**config.mk**
```make
export PLATFORM = sky130hd
export DESIGN_NAME = mem_stage
export DESIGN_NICKNAME = d
export VERILOG_FILES = /design/src/rtl/mem_stage.sv
export SDC_FILE = /design/constraint.sdc
export NUM_CORES = 1
export LEC_CHECK = 0
export BUFFER_PORTS_ARGS = -buffer_cell sky130_fd_sc_hd__buf_2
export CORE_AREA = 2 2 151 153
export CTS_BUF_LIST = sky130_fd_sc_hd__clkbuf_8
export DETAILED_ROUTE_END_ITERATION = 7
export DIE_AREA = 0 0 153 155
export PLACE_DENSITY = 0.71
export SLEW_MARGIN = 20
export SYNTH_ARGS = -nofsm -noshare
export SYNTH_HDL_FRONTEND = slang
export SYNTH_SLANG_ARGS = --single-unit
export TNS_END_PERCENT = 50
```
**constraint.sdc**
```tcl
create_clock -name clk -period 2.5 [get_ports clk]
set_input_delay 0.25 -clock clk [delete_from_list [all_inputs] [get_ports clk]]
set_output_delay 0.25 -clock clk [all_outputs]
set_load 0.02 [all_outputs]
```
**src/rtl/mem_stage.sv**
```systemverilog
// Memory-access pipeline stage: waits for data SRAM responses, aligns load data, hands off to WB.
// Optional build macro MS_FWD_EN enables forwarding of MS results to decode.
module mem_stage #(
    parameter int unsigned CSR_WD      = 80,
    parameter int unsigned ES_TO_MS_WD = CSR_WD + 78,
    parameter int unsigned MS_TO_WS_WD = CSR_WD + 70
) (
    input  logic                   clk,
    input  logic                   reset,
    input  logic                   es_to_ms_valid,
    input  logic [ES_TO_MS_WD-1:0] es_to_ms_bus,
    output logic                   ms_allowin,
    input  logic                   ws_allowin,
    output logic                   ms_to_ws_valid,
    output logic [MS_TO_WS_WD-1:0] ms_to_ws_bus,
    input  logic                   data_sram_data_ok,
    input  logic [31:0]            data_sram_rdata,
    input  logic                   ms_flush,
    output logic [38:0]            ms_to_ds_bus
);

    typedef enum logic [1:0] {
        StIdle,
        StWait,
        StHold,
        StDiscard
    } state_e;

    state_e state_q, state_d;

    logic                   ms_valid_q, ms_valid_d;
    logic [ES_TO_MS_WD-2:0] es_bus_q, es_bus_d;
    logic [31:0]            data_buf_q, data_buf_d;

    // Top bit of the EX bus carries no field.
    logic unused_es_spare;
    assign unused_es_spare = es_to_ms_bus[ES_TO_MS_WD-1];

    // Latched instruction fields
    logic [CSR_WD-1:0] ms_csr;
    logic              ms_mem_req;
    logic              ms_res_from_mem;
    logic [2:0]        ms_ld_op;
    logic [1:0]        ms_addr_low;
    logic              ms_gr_we;
    logic [4:0]        ms_dest;
    logic [31:0]       ms_alu_result;
    logic [31:0]       ms_pc;

    assign ms_pc           = es_bus_q[31:0];
    assign ms_alu_result   = es_bus_q[63:32];
    assign ms_dest         = es_bus_q[68:64];
    assign ms_gr_we        = es_bus_q[69];
    assign ms_addr_low     = es_bus_q[71:70];
    assign ms_ld_op        = es_bus_q[74:72];
    assign ms_res_from_mem = es_bus_q[75];
    assign ms_mem_req      = es_bus_q[76];
    assign ms_csr          = es_bus_q[CSR_WD+76:77];

    logic in_mem_req;
    assign in_mem_req = es_to_ms_bus[76];

    // Handshake
    logic data_buf_valid;
    logic ms_ready_go;
    logic accept;

    assign data_buf_valid = (state_q == StHold);
    assign ms_ready_go    = ~ms_mem_req | data_sram_data_ok | data_buf_valid;
    assign ms_allowin     = (state_q != StDiscard) & (~ms_valid_q | (ms_ready_go & ws_allowin));
    assign ms_to_ws_valid = ms_valid_q & ms_ready_go;
    assign accept         = es_to_ms_valid & ms_allowin & ~ms_flush;

    // Next-state logic
    always_comb begin
        state_d    = state_q;
        ms_valid_d = ms_valid_q;
        es_bus_d   = es_bus_q;
        data_buf_d = data_buf_q;

        case (state_q)
            StDiscard: begin
                // The response owed to the flushed instruction is swallowed here.
                if (data_sram_data_ok) begin
                    state_d = StIdle;
                end
            end
            default: begin
                if (ms_flush) begin
                    ms_valid_d = 1'b0;
                    if ((state_q == StWait) && !data_sram_data_ok) begin
                        state_d = StDiscard;
                    end else begin
                        state_d = StIdle;
                    end
                end else if (ms_allowin) begin
                    ms_valid_d = es_to_ms_valid;
                    if (accept) begin
                        es_bus_d = es_to_ms_bus[ES_TO_MS_WD-2:0];
                        state_d  = in_mem_req ? StWait : StIdle;
                    end else begin
                        state_d = StIdle;
                    end
                end else if ((state_q == StWait) && data_sram_data_ok) begin
                    // WB is stalled; keep the response since the SRAM will not repeat it.
                    state_d    = StHold;
                    data_buf_d = data_sram_rdata;
                end
            end
        endcase
    end

    always_ff @(posedge clk) begin
        if (reset) begin
            state_q    <= StIdle;
            ms_valid_q <= 1'b0;
            es_bus_q   <= '0;
            data_buf_q <= '0;
        end else begin
            state_q    <= state_d;
            ms_valid_q <= ms_valid_d;
            es_bus_q   <= es_bus_d;
            data_buf_q <= data_buf_d;
        end
    end

    // Load alignment and extension
    logic [31:0] mem_rdata;
    logic [7:0]  load_byte;
    logic [15:0] load_half;
    logic [31:0] load_ext;
    logic [31:0] final_result;

    assign mem_rdata = data_buf_valid ? data_buf_q : data_sram_rdata;

    always_comb begin
        load_byte = 8'(mem_rdata >> {ms_addr_low, 3'b000});
        load_half = 16'(mem_rdata >> {ms_addr_low[1], 4'b0000});
        case (ms_ld_op)
            3'b001:  load_ext = {{24{load_byte[7]}}, load_byte};
            3'b010:  load_ext = {{16{load_half[15]}}, load_half};
            3'b011:  load_ext = {24'h0, load_byte};
            3'b100:  load_ext = {16'h0, load_half};
            default: load_ext = mem_rdata;
        endcase
    end

    assign final_result = ms_res_from_mem ? load_ext : ms_alu_result;

    assign ms_to_ws_bus = {ms_csr, ms_gr_we, ms_dest, final_result, ms_pc};

    // Decode-side hazard information
    logic        ms_blk;
    logic        ms_fwd_we;
    logic [31:0] fwd_data;

`ifdef MS_FWD_EN
    assign ms_blk    = ms_valid_q & ms_res_from_mem & ~ms_ready_go;
    assign ms_fwd_we = ms_valid_q & ms_gr_we & ms_ready_go;
    assign fwd_data  = final_result;
`else
    assign ms_blk    = ms_valid_q & ms_gr_we;
    assign ms_fwd_we = 1'b0;
    assign fwd_data  = 32'h0;
`endif

    assign ms_to_ds_bus = {ms_blk, ms_fwd_we, ms_dest, fwd_data};

endmodule

```
Word level (Yosys, flattened, before mapping)
Index checks and enable logic that the tools add are counted.
{ "word_totals": {"wordCells": 51, "out_inout_bits": 191, "register_bits": 192} }
{ "op_classes": {"n_reduce_logical": 9, "n_shift": 2, "n_bitwise": 14, "mux": 13, "n_eq_ne": 9} }
{ "op_table": {"columns": ["op", "count"], "rows": [
  ["case mux 32 bit (4 select lines)", 1],
  ["two-way mux 32 bit", 2],
  [">> shifter 32 x 5 -> 16 bit", 1],
  [">> shifter 32 x 5 -> 8 bit", 1],
  ["two-way mux 2 bit", 6],
  ["AND reduction 4 bit", 2],
  ["AND 1 bit", 6],
  ["== test 3 x 2 -> 1 bit (second input constant)", 2],
  ["NOT 1 bit", 5],
  ["== test 2 bit (second input constant)", 2],
  ["two-way mux 1 bit", 4],
  ["inequality test 2 bit (second input constant)", 2],
  ["AND reduction 2 bit", 2],
  ["nonzero test 4 bit", 1],
  ["== test 3 x 1 -> 1 bit (second input constant)", 1],
  ["== test 3 bit (second input constant)", 1],
  ["bitwise OR 1 bit", 3],
  ["== test 2 x 1 -> 1 bit (second input constant)", 1],
  ["logical AND 1 bit", 2],
  ["nonzero test 2 bit", 1],
  ["zero test 1 bit", 1]
]} }

Logic depth before layout (Yosys ltp)
Gate-level depths: netlist of run 1.
{ "logic_depth": {"depth_word": 12, "depth_mapped": 8} }

Least setup slack after synthesis of run 1
No wires, ideal clock.
{ "synth_path": {"path_type": "reg-to-output", "startpoint": "register state_q[0]", "endpoint": "output ms_to_ws_bus[33]", "n_path_buf": 3, "arrival_ns": 2.395, "stages_incl_launch_ff": 9, "required_ns": 2.250, "path_slack_ns": -0.145, "cell_sequence": "dfxtp_1 -> nand2b_1 -> buf_6 -> buf_2 -> buf_2 -> nand2_1 -> nand3_1 -> a21oi_1 -> a2111oi_0"} }
{ "synth_via": {"elab_chain_cells": 5, "word_cells_on_any_way": 6} }
{ "synth_lines": {"columns": ["item", "line_no", "text"], "rows": [
  ["start, declared", "29", "state_e state_q, state_d;"],
  ["start signal, assigned", "115", "state_q <= StIdle;"],
  ["start signal, assigned", "120", "state_q <= state_d;"],
  ["== test 2 bit *", "68", "assign data_buf_valid = (state_q == StHold);"],
  ["two-way mux 32 bit *", "134", "assign mem_rdata = data_buf_valid ? data_buf_q : data_sram_rdata;"],
  [">> shifter 32 x 5 -> 16 bit or >> shifter 32 x 5 -> 8 bit (tied branches)", "138, 137", null],
  ["case mux 32 bit (4 select lines) *", "139", "case (ms_ld_op)"],
  ["two-way mux 32 bit *", "148", "assign final_result = ms_res_from_mem ? load_ext : ms_alu_result;"],
  ["end, declared", "15", "output logic [MS_TO_WS_WD-1:0] ms_to_ws_bus,"]
]} }
Every way passes the cells marked *; elsewhere a longest branch is shown, timed or not.

Worst setup path after layout of run 1
{ "layout_path": {"startpoint": "register state_q[0]", "endpoint": "output ms_to_ws_bus[47]"} }
The elaborated chain is that of the path after synthesis.

==> results of run 1 <==
==> power groups by stage <==
stage	Sequential [mW]	Combinational [mW]	Clock, mW
6_report	3.25	1.36	2.10
4_1_cts	3.24	1.30	2.17
3_3_place_gp	3.31	1.08	0
5_1_grt	3.26	1.46	2.30
2_1_floorplan	3.29	0.810	0
3_5_place_dp	3.31	1.09	0
==> worst max-delay path by stage <==
stage	from	endpoint	slack (ns)
6_report	state_q[0]	ms_to_ws_bus[47]	-0.08
5_1_grt	state_q[0]	ms_to_ws_bus[47]	-0.18
4_1_cts	state_q[0]	ms_to_ws_bus[47]	-0.12
3_5_place_dp	state_q[0]	ms_to_ws_bus[40]	0.10
3_3_place_gp	state_q[0]	ms_to_ws_bus[45]	0.15
2_1_floorplan	state_q[0]	ms_to_ws_bus[36]	-0.15
==> layout by cell type (no fill, tap or decap), types with 2 or more instances in the layout <==
cell type      Yosys  layout
buf_2             16     336
a21boi_0           2       2
clkinv_4           0       2
dfxtp_2            0       4
inv_1              5       5
a21oi_2            0       8
buf_4            157      27
o21ai_0           11       4
nand2_1          424     424
nand3b_1           4       4
a21oi_1          230     221
and2_1             4       4
inv_8              0       2
inv_6              0       3
clkbuf_8           0      18
clkinv_8           0       6
or4_1              2       2
o21ai_2            0       2
conb_1             1      33
o22a_1            16      16
buf_12             0       8
dfxtp_4            0       2
nor2_1            28      28
mux2i_4            0       9
dfxtp_1          192     186
mux2i_2            0       8
diode_2            0       4
buf_6              3      15
nand3_1           14      14
a2111oi_2          0       6
o21ai_1            0       5
dlygate4sd3_1      0     144
mux2i_1           26       9
==> worst max-delay path: stages (launching register included) <==
cell and delay [ns]:
dfxtp_2 0.34, nand2b_4 0.16, mux4_2 0.56, a31o_1 0.23, buf_6 0.15, o32a_1 0.29, buf_6 0.14
==> cells by family (layout without fill, tap and decap cells) <==
kind of cell	after synthesis	count (layout)	synth area share
AO/OA/AOI/OAI	276	276	0.164
XOR/XNOR	3	3	0.00287
multiplexers	28	28	0.0322
AND/OR/NAND/NOR	489	489	0.211
other	1	37	0.000410
flip-flops	192	192	0.420
buffers and inverters	244	568	0.169
==> metal layers <==
layer | part of all wire | vias up
li1 | - | 4537
met1 | 0.42 | 4284
met2 | 0.48 | 399
met3 | 0.064 | 79
met4 | 0.033 | 6
met5 | 0.0014 | -
==> timing repair <==
item | in CTS | in global routing
endpoints found under the hold margin | 142 | 2
pin swaps | 6 | 7
gates resized for setup | 44 | 56
setup endpoints to repair | 32 | 32
hold buffers | 142 | 2
buffers inserted | 3 | 5
==> final cells by class <==
class,instances,area share
tap,285,0.0286
clock buffer,18,0.0199
antenna,4,0.000803
multi-input combinational,829,0.333
clock inverter,14,0.0135
inverter,6,0.00181
timing repair buffer,530,0.293
sequential,192,0.309
==> metrics by stage <==
stage	cell area, um^2	setup TNS [ns]
final	12500	-0.645
after global routing	12500	-3.46
after CTS	12200	-1.34
after detailed placement	10200	0
after global placement	10200	0
after floorplan	9270	-0.391
==> state kept, by name, indices dropped and copies added, names as in the netlist <==
register / flops
data_buf_q: 32
state_q: 2
es_bus_q: 157
ms_valid_q: 1
==> reports/results.tsv, run 1 <==
metric	value	unit
drtIter0Drc	631	
vias	9305	
wl_per_cell	15.9	um
place_congestion	0.958	
cts_made_buffers	17	
clockBufferDepth	2	
netlist_instances	1233	
multiInputGateArea	4150	um^2
avgViaCountPerCell	4.95	
initial_utilization	0.411	
worstSetupPathType	flip-flop to primary output	
synth_warnings	0	
ys.flop_type	dfxtp_1	
htreeDepth	4	
grt-busiest-layer	met2	
dp_hpwl	19500	um
wirelength	29900	um
relSlewSlack	0.597	
grt_pass1_vias	8783	
async_flop_share	0	
slew_violations	0	
die_w	153	um
drive_gt1_frac	0.295	
p_leak	5.47	nW
hold_ws	0.0382	ns
cts_sinks	192	
synth_seq_cells	192	
grt_use_met3	0.0585	
min_from	es_to_ms_bus[154]	
ff_latch_area	3860	um^2
die-area	23700	um^2
synthTopCellsByArea	dfxtp_1 (42%), nand2_1 (17%), buf_4 (13%)	
io_pins	387	
setup_slack	-0.0774	ns
die_height	155	um
synth.distinct_cells	47	
worst_pin_slew	0.601	ns
totalPowerFinal	6.71	mW
final_cells	1878	
hold_path.class	input port to flip-flop	
gr-usage-met1	0.296	
outcome	complete, but fails checks	
synth_common_cells	nand2_1 (424), a21oi_1 (230), dfxtp_1 (192)	
switchingPower	2.16	mW
grt_max_degree	87	
failed_checks	setup timing	
powerDensity	538	nW/um^2
post-route-period-util	1.03	
fillCellCount	2035	
cts_tree	yes	
final_hold_viol_count	0	
gr-total-overflow	0	
peakVddDrop	0.303	mV
drc	0	
syn2layout_area_growth	36.3	%
pre_cts_slack	0.102	ns
pwr-share-seq	0.484	
synth.top_cell.area_share	0.420	
post-route-util	0.561	
synth_edf_count	0	
synth_seq_area_share	0.420	
syn_avg_cell_area	7.42	um^2
numPortBuffers	352	
grt_use_met2	0.401	
core	22200	um^2
final.min_clock_period	2.58	ns
p_comb_frac	0.202	
num-nets-final	1772	
endpoint_kind	primary output	
placementRows	55	
r2r_setup_slack	0.53	ns
drt_first_pass_iters	5	
holdPathStages	3	
skew	0.0253	ns
antenna_found_initial	6	
clock_latency	0.47	ns
rr_worst_depth	7	
r2r-end	es_bus_q[38]	
clk_pin_slew_worst_paths	0.11	ns
switching_share	0.322	
crit_path_start_kind	flip-flop	
max_freq	0.388	GHz
critical_path_required	2.25	ns
grt_util_all_layers	0.239	
min_to	es_bus_q[154]	
maxCapViolations	0	
yosys.area.top_type	dfxtp_1	
setup_violations	19	
internal_power	4.55	mW
clkPwrFrac	0.313	
ant_nets	0	
grt_pass1_wl	45600	um
cts_root_buf	clkbuf_8	
post-place-cells	1690	
crit_arrival	2.33	ns
netlist_area	9150	um^2
rsz0062_at_grt	true	
crit_fanout	8	
synth.most_common_cell	nand2_1	
r2r_start	state_q[1]	
(Power assumes the default switching activity.)
==> run 2, diff against run 1 <==
--- a/config.mk
+++ b/config.mk
@@ -10,7 +10,7 @@
 export CTS_BUF_LIST = sky130_fd_sc_hd__clkbuf_8
 export DETAILED_ROUTE_END_ITERATION = 7
 export DIE_AREA = 0 0 153 155
-export PLACE_DENSITY = 0.71
+export PLACE_DENSITY_LB_ADDON = 0.12
 export SLEW_MARGIN = 20
 export SYNTH_ARGS = -nofsm -noshare
 export SYNTH_HDL_FRONTEND = slang
==> constraint.sdc (replaced) <==
create_clock -name clk -period 2.5 [get_ports clk]
set_input_delay 0.5 -clock clk [delete_from_list [all_inputs] [get_ports clk]]
set_output_delay 0.5 -clock clk [all_outputs]
set_load 0.02 [all_outputs]
==> run 2 against run 1 <==
Effect of this change: the run still ends with setup timing left; utilization decreased by 4.8 points; largest power group unchanged; final cell count is 6.8% lower; count of clock-buffer cells in the layout is 1 lower; sequential share of layout area up 2.8 points; maximum frequency fell by 9.0%; final area is 8.5% lower; routed wire length is 6.3% lower; via count is 7.6% lower; first-iteration DRC count shrank 13%; clock power decreased by 5%; critical endpoint is now ms_to_ws_bus[57].
==> reports/results.tsv, run 2 (same netlist as run 1, synthesis figures left out) <==
metric	value	unit	change
holdPathStages	3		unchanged
peakVddDrop	0.323	mV	was 0.303 mV
post-route-util	0.513		was 0.561
internal_power	4.42	mW	was 4.55 mW
die_height	155	um	unchanged
drt_first_pass_iters	5		unchanged
htreeDepth	4		unchanged
final.min_clock_period	2.83	ns	was 2.58 ns
reg_top3	es_bus_q (157), data_buf_q (32), state_q (2)		unchanged
initial_utilization	0.411		unchanged
switchingPower	2.07	mW	was 2.16 mW
skew	0.0171	ns	was 0.0253 ns
worst_pin_slew	0.752	ns	was 0.601 ns
rr_worst_depth	8		was 7
outcome	complete, but fails checks		unchanged
failed_checks	setup timing		unchanged
p_comb_frac	0.193		was 0.202
p_leak	5.01	nW	was 5.47 nW
clkPwrFrac	0.307		was 0.313
numPortBuffers	352		unchanged
drtIter0Drc	552		was 631
place_congestion	0.844		was 0.958
vias	8597		was 9305
rsz0062_at_grt	true		unchanged
pwr-share-seq	0.500		was 0.484
slew_violations	0		unchanged
relSlewSlack	0.499		was 0.597
die-area	23700	um^2	unchanged
post-route-period-util	1.13		was 1.03
final_cell_mix	nand2_1 (423), buf_2 (323), a21oi_1 (220), dfxtp_1 (186)		was nand2_1 (424), buf_2 (336), a21oi_1 (221), dfxtp_1 (186), dlygate4sd3_1 (144)
placementRows	55		unchanged
wl_per_cell	16.0	um	was 15.9 um
endpoint_kind	primary output		unchanged
largest_reg_flops	157		unchanged
crit_arrival	2.33	ns	about the same
cts_sinks	192		unchanged
cts_made_buffers	17		unchanged
grt_util_all_layers	0.228		was 0.239
grt_max_degree	143		was 87
regMostFlops	es_bus_q		unchanged
antenna_found_initial	7		was 6
final_hold_viol_count	0		unchanged
io_pins	387		unchanged
clk_pin_slew_worst_paths	0.12	ns	was 0.11 ns
final_common_cell	nand2_1		unchanged
setup_violations	32		was 19
drc	0		unchanged
switching_share	0.319		was 0.322
drive_gt1_frac	0.337		was 0.295
grt_pass1_wl	43000	um	was 45600 um
syn2layout_area_growth	24.8	%	was 36.3%
grt_pass1_vias	8065		was 8783
gr-usage-met1	0.288		was 0.296
worstSetupPathType	flip-flop to primary output		unchanged
grt-busiest-layer	met2		unchanged
maxCapViolations	0		unchanged
num-nets-final	1644		was 1772
hold_path.class	input port to flip-flop		unchanged
placed_cell_area	10400	um^2	was 10200 um^2
powerDensity	569	nW/um^2	was 538 nW/um^2
ant_nets	0		unchanged
crit_fanout	6		was 8
cts_root_buf	clkbuf_8		unchanged
clock_latency	0.47	ns	about the same
avgViaCountPerCell	4.91		was 4.95
cts_tree	yes		unchanged
grt_use_met2	0.378		was 0.401
core	22200	um^2	unchanged
clockBufferDepth	2		unchanged
crit_path_start_kind	flip-flop		unchanged
setup_slack	-0.331	ns	was -0.0774 ns
design_area	11400	um^2	was 12500 um^2
wirelength	28100	um	was 29900 um
die_w	153	um	unchanged
max_freq	0.353	GHz	was 0.388 GHz
critical_path_required	2.00	ns	was 2.25 ns
dp_hpwl	20200	um	was 19500 um
gr-total-overflow	0		unchanged
grt_use_met3	0.0691		was 0.0585
==> run 2: power by group through the flow <==
stage | Sequential [mW] | Combinational (mW) | Clock, mW
3_3_place_gp | 3.31 | 1.14 | 0
3_5_place_dp | 3.31 | 1.14 | 0
2_1_floorplan | 3.29 | 0.815 | 0
5_1_grt | 3.26 | 1.36 | 2.19
6_report | 3.24 | 1.25 | 1.99
4_1_cts | 3.24 | 1.21 | 2.06
==> run 2: timing repair <==
| item | in CTS | in global routing |
|---|---|---|
| cloned | 0 | 1 |
| resized for setup | 85 | 52 |
| pin swaps | 13 | 16 |
| setup buffers | 2 | 1 |
| setup endpoints to repair | 32 | 32 |
| hold buffers | 0 | 0 |
==> run 2: area by class of cell <==
type | instances | area, um^2
clock buffer | 17 | 234
clock inverter | 15 | 146
sequential | 192 | 3850
inverter | 6 | 22.5
fill | 2338 | 10800
timing repair buffer | 402 | 2530
tap | 285 | 357
multi-input combinational | 829 | 4260
antenna | 5 | 12.5
==> run 2: critical path, stage by stage (launching register included) <==
cell and delay, ns:
dfxtp_2 0.34, nand2b_4 0.16, mux4_2 0.58, a31o_4 0.30, clkbuf_16 0.17, o22a_1 0.18
buf_6 0.14
==> run 2: worst paths after layout <==
check	from	end	slack (ns)
max	state_q[0]	ms_to_ws_bus[57]	-0.33
min	es_to_ms_bus[8]	es_bus_q[8]	0.25
max reg2reg	state_q[1]	es_bus_q[16]	0.58
min reg2reg	es_bus_q[86]	es_bus_q[86]	0.46
==> run 2: through the flow <==
step           worst slack [ns]  hold slack [ns]  setup TNS [ns]  total power [mW]  instances
3_3_place_gp             0.0498            0.439               0              4.45       1710
4_1_cts                  -0.344            0.217           -9.14              6.51       1744
2_1_floorplan            -0.136            0.436          -0.365              4.11       1265
5_1_grt                  -0.432            0.202          -12.05              6.81       1749
3_5_place_dp             0.0320            0.444               0              4.45       1710
6_report                 -0.331            0.251           -8.47              6.49       1751
==> run 2: layer usage <==
| layer | wire (um) | share of wire | vias to the layer above |
|---|---|---|---|
| li1 | - | - | 4288 |
| met1 | 12000 | 0.43 | 3955 |
| met2 | 13400 | 0.48 | 315 |
| met3 | 2230 | 0.079 | 35 |
| met4 | 483 | 0.017 | 4 |
| met5 | 22 | 0.00078 | - |
==> run 3, diff against run 2 <==
--- a/config.mk
+++ b/config.mk
@@ -5,12 +5,14 @@
 export SDC_FILE = /design/constraint.sdc
 export NUM_CORES = 1
 export LEC_CHECK = 0
+export ABC_AREA = 1
 export BUFFER_PORTS_ARGS = -buffer_cell sky130_fd_sc_hd__buf_2
-export CORE_AREA = 2 2 151 153
+export CORE_ASPECT_RATIO = 1.75
+export CORE_MARGIN = 2
+export CORE_UTILIZATION = 41
 export CTS_BUF_LIST = sky130_fd_sc_hd__clkbuf_8
 export DETAILED_ROUTE_END_ITERATION = 7
-export DIE_AREA = 0 0 153 155
-export PLACE_DENSITY_LB_ADDON = 0.12
+export PLACE_DENSITY = 0.76
 export SLEW_MARGIN = 20
 export SYNTH_ARGS = -nofsm -noshare
 export SYNTH_HDL_FRONTEND = slang
==> run 3 against run 2 <==
Effect of this change: the flow finishes with violations (DRC, setup timing); synthesized cell count rose by 16%; combinational power rose by 16%; via count rose by 15%; critical path type unchanged; highest routed layer unchanged.
==> reports/results.tsv, run 3 <==
metric	value	unit	change
synth_warnings	0		unchanged
die-area	25700	um^2	was 23700 um^2
synth.distinct_cells	31		was 47
p_leak	5.68	nW	was 5.01 nW
vias	9929		was 8597
synthTopCellsByArea	dfxtp_1 (38%), nand2_1 (14%), buf_4 (12%)		was dfxtp_1 (42%), nand2_1 (17%), buf_4 (13%)
gr-total-overflow	0		unchanged
final_cell_mix	nand2_1 (346), buf_2 (318), a21oi_1 (199), dfxtp_1 (187), nand3_1 (178)		was nand2_1 (423), buf_2 (323), a21oi_1 (220), dfxtp_1 (186)
crit_chain	clkinv_4 > nand2_8 > buf_4 > nand2_1 > nand2_2 > nand2_1 > nand3_2 > nand3_2 > buf_12 > nand3b_1 > nand2_1 > inv_1 > buf_4		was nand2b_4 > mux4_2 > a31o_4 > clkbuf_16 > o22a_1 > buf_6
synth_seq_area_share	0.385		was 0.420
skew	0.0142	ns	was 0.0171 ns
relSlewSlack	0.412		was 0.499
die_height	210	um	was 155 um
syn_avg_cell_area	6.99	um^2	was 7.42 um^2
rsz0062_at_grt	true		unchanged
regMostFlops	es_bus_q		unchanged
clock_latency	0.50	ns	was 0.47 ns
powerDensity	584	nW/um^2	was 569 nW/um^2
post-place-cells	1899		was 1710
grt_pass1_vias	9403		was 8065
post-route-util	0.503		was 0.513
cts_sinks	192		unchanged
synth_common_cells	nand2_1 (361), a21oi_1 (211), dfxtp_1 (192)		was nand2_1 (424), a21oi_1 (230), dfxtp_1 (192)
synth_seq_cells	192		unchanged
avgViaCountPerCell	5.07		was 4.91
placed_cell_area	11000	um^2	was 10400 um^2
design_area	12000	um^2	was 11400 um^2
final_hold_viol_count	0		unchanged
netlist_area	9990	um^2	was 9150 um^2
antenna_found_initial	6		was 7
synth.most_common_cell	nand2_1		unchanged
cpMaxStageDelayCell	dfxtp_2		was mux4_2
syn2layout_area_growth	20.6	%	was 24.8%
drt_first_pass_iters	8		was 5
grt_pass1_wl	47100	um	was 43000 um
cts_made_buffers	17		unchanged
async_flop_share	0		unchanged
place_congestion	0.966		was 0.844
wl_per_cell	15.9	um	was 16.0 um
placementRows	75		was 55
synth_top_family_by_area	simple AND/OR/NAND/NOR gates		unchanged
setup_violations	32		unchanged
numPortBuffers	352		unchanged
initial_utilization	0.417		was 0.411
crit_path_max_incr_delay	0.35	ns	was 0.58 ns
cts_tree	yes		unchanged
synth_xor_area_frac	0		was 0.00287
clk_pin_slew_worst_paths	0.10	ns	was 0.12 ns
post-route-period-util	1.08		was 1.13
max_freq	0.369	GHz	was 0.353 GHz
htreeDepth	4		unchanged
failed_checks	DRC, setup timing		was setup timing
io_pins	387		unchanged
largest_reg_flops	157		unchanged
synth_edf_count	0		unchanged
wirelength	31100	um	was 28100 um
setup_slack	-0.212	ns	was -0.331 ns
drc	1		was 0
drive_gt1_frac	0.319		was 0.337
grt_util_all_layers	0.234		was 0.228
worst_pin_slew	0.882	ns	was 0.752 ns
crit_path_start_kind	flip-flop		unchanged
pre_cts_slack	0.185	ns	was 0.0320 ns
drtIter0Drc	690		was 552
netlist_instances	1429		was 1233
clockBufferDepth	2		unchanged
die_w	122	um	was 153 um
synth-compound-area-share	0.138		was 0.164
cpMostUsedCell	nand2_1		
crit_arrival	2.21	ns	was 2.33 ns
fin_tns_setup	-4.68	ns	was -8.47 ns
hold_path.class	input port to flip-flop		unchanged
final.min_clock_period	2.71	ns	was 2.83 ns
synth_fa_ha_area_frac	0		unchanged
crit_fanout	24		was 6
slew_violations	0		unchanged
critical_path_required	2.00	ns	about the same
fillCellCount	2345		was 2338
endpoint_kind	primary output		unchanged
ys.flop_type	dfxtp_1		unchanged
final_common_cell	nand2_1		unchanged
final_cells	1957		was 1751
hold_buffers	0		unchanged
hold_ws	0.258	ns	was 0.251 ns
totalPowerFinal	7.03	mW	was 6.49 mW
num-nets-final	1828		was 1644
maxCapViolations	0		unchanged
worstSetupPathType	flip-flop to primary output		unchanged
core	23900	um^2	was 22200 um^2
synth.top_cell.area_share	0.385		was 0.420
dp_hpwl	21800	um	was 20200 um
reg_top3	es_bus_q (157), data_buf_q (32), state_q (2)		unchanged
outcome	complete, but fails checks		unchanged
grt_max_degree	168		was 143
synth_simple_gate_area_frac	0.275		was 0.211
ant_nets	0		unchanged
cts_root_buf	clkbuf_8		unchanged
yosys.area.top_type	dfxtp_1		unchanged
synth_mux_area_frac	0.00100		was 0.0322
peakVddDrop	0.472	mV	was 0.323 mV
run 3: cell count changes after synthesis, moves of 7 or more:
cell      change
nand3b_1     +12
o211ai_1      +7
inv_1        +69
a21oi_1      -19
or2_2        +16
o22a_1       -16
nor2_1       +11
o21ai_0      +37
buf_6         +9
nand3_1     +171
buf_2        +12
nand2_1      -63
mux2i_1      -25
run 3: layout make-up:
cell class              count  area (um^2)  area share
repair buffers            409         2570       0.213
flip-flops and latches    192         3850       0.320
diodes                      4         10.0    0.000831
well taps                 308          385      0.0320
inverters                  79          310      0.0258
multi-input cells         933         4460       0.370
clock buffers              20          275      0.0229
clock inverters            12          180      0.0150
run 3: cells by family after synthesis:
| group | count (synthesis) |
|---|---|
| AOI/OAI and AO/OA | 270 |
| buffers and inverters | 337 |
| DFF | 192 |
| muxes | 1 |
| other | 1 |
| and+or+nand+nor | 628 |
run 3: repair_timing:
action / 4_1_cts / 5_1_grt
pin swaps: 7 / 8
setup endpoints to repair: 32 / 33
buffers inserted: 10 / 10
gates resized for setup: 94 / 50
gates cloned: 2 / 0
run 3: path summary, 6_finish.rpt:
check	startpoint	to	slack, ns	depth (start not counted)
worst max-delay path	state_q[0]	ms_to_ws_bus[60]	-0.21	13
worst max register to register	state_q[0]	es_bus_q[61]	0.19	14
worst min register to register	data_buf_q[1]	data_buf_q[1]	0.46	2
worst min-delay path	es_to_ms_bus[78]	es_bus_q[78]	0.26	3
run 3: metal layers:
metal	global-route usage	up-vias	part of all wire	wire length [um]
li1	-	4850	-	-
met1	0.258	4571	0.38	11800
met2	0.399	407	0.50	15600
met3	0.0565	97	0.062	1930
met4	0.145	4	0.057	1780
met5	0	-	0.00077	24
run 3: worst max-delay path: cells and delay by family (launching register included):
kind	cells	cell delay, ns
flops	1	0.35
simple gates	8	0.75
buf+inv	5	0.60
run 3: report_power, final:
| part | switching [mW] | total, mW | internal (mW) |
|---|---|---|---|
| clock network | 1.16 | 2.33 | 1.17 |
| logic | 0.884 | 1.45 | 0.561 |
| registers | 0.0716 | 3.25 | 3.18 |
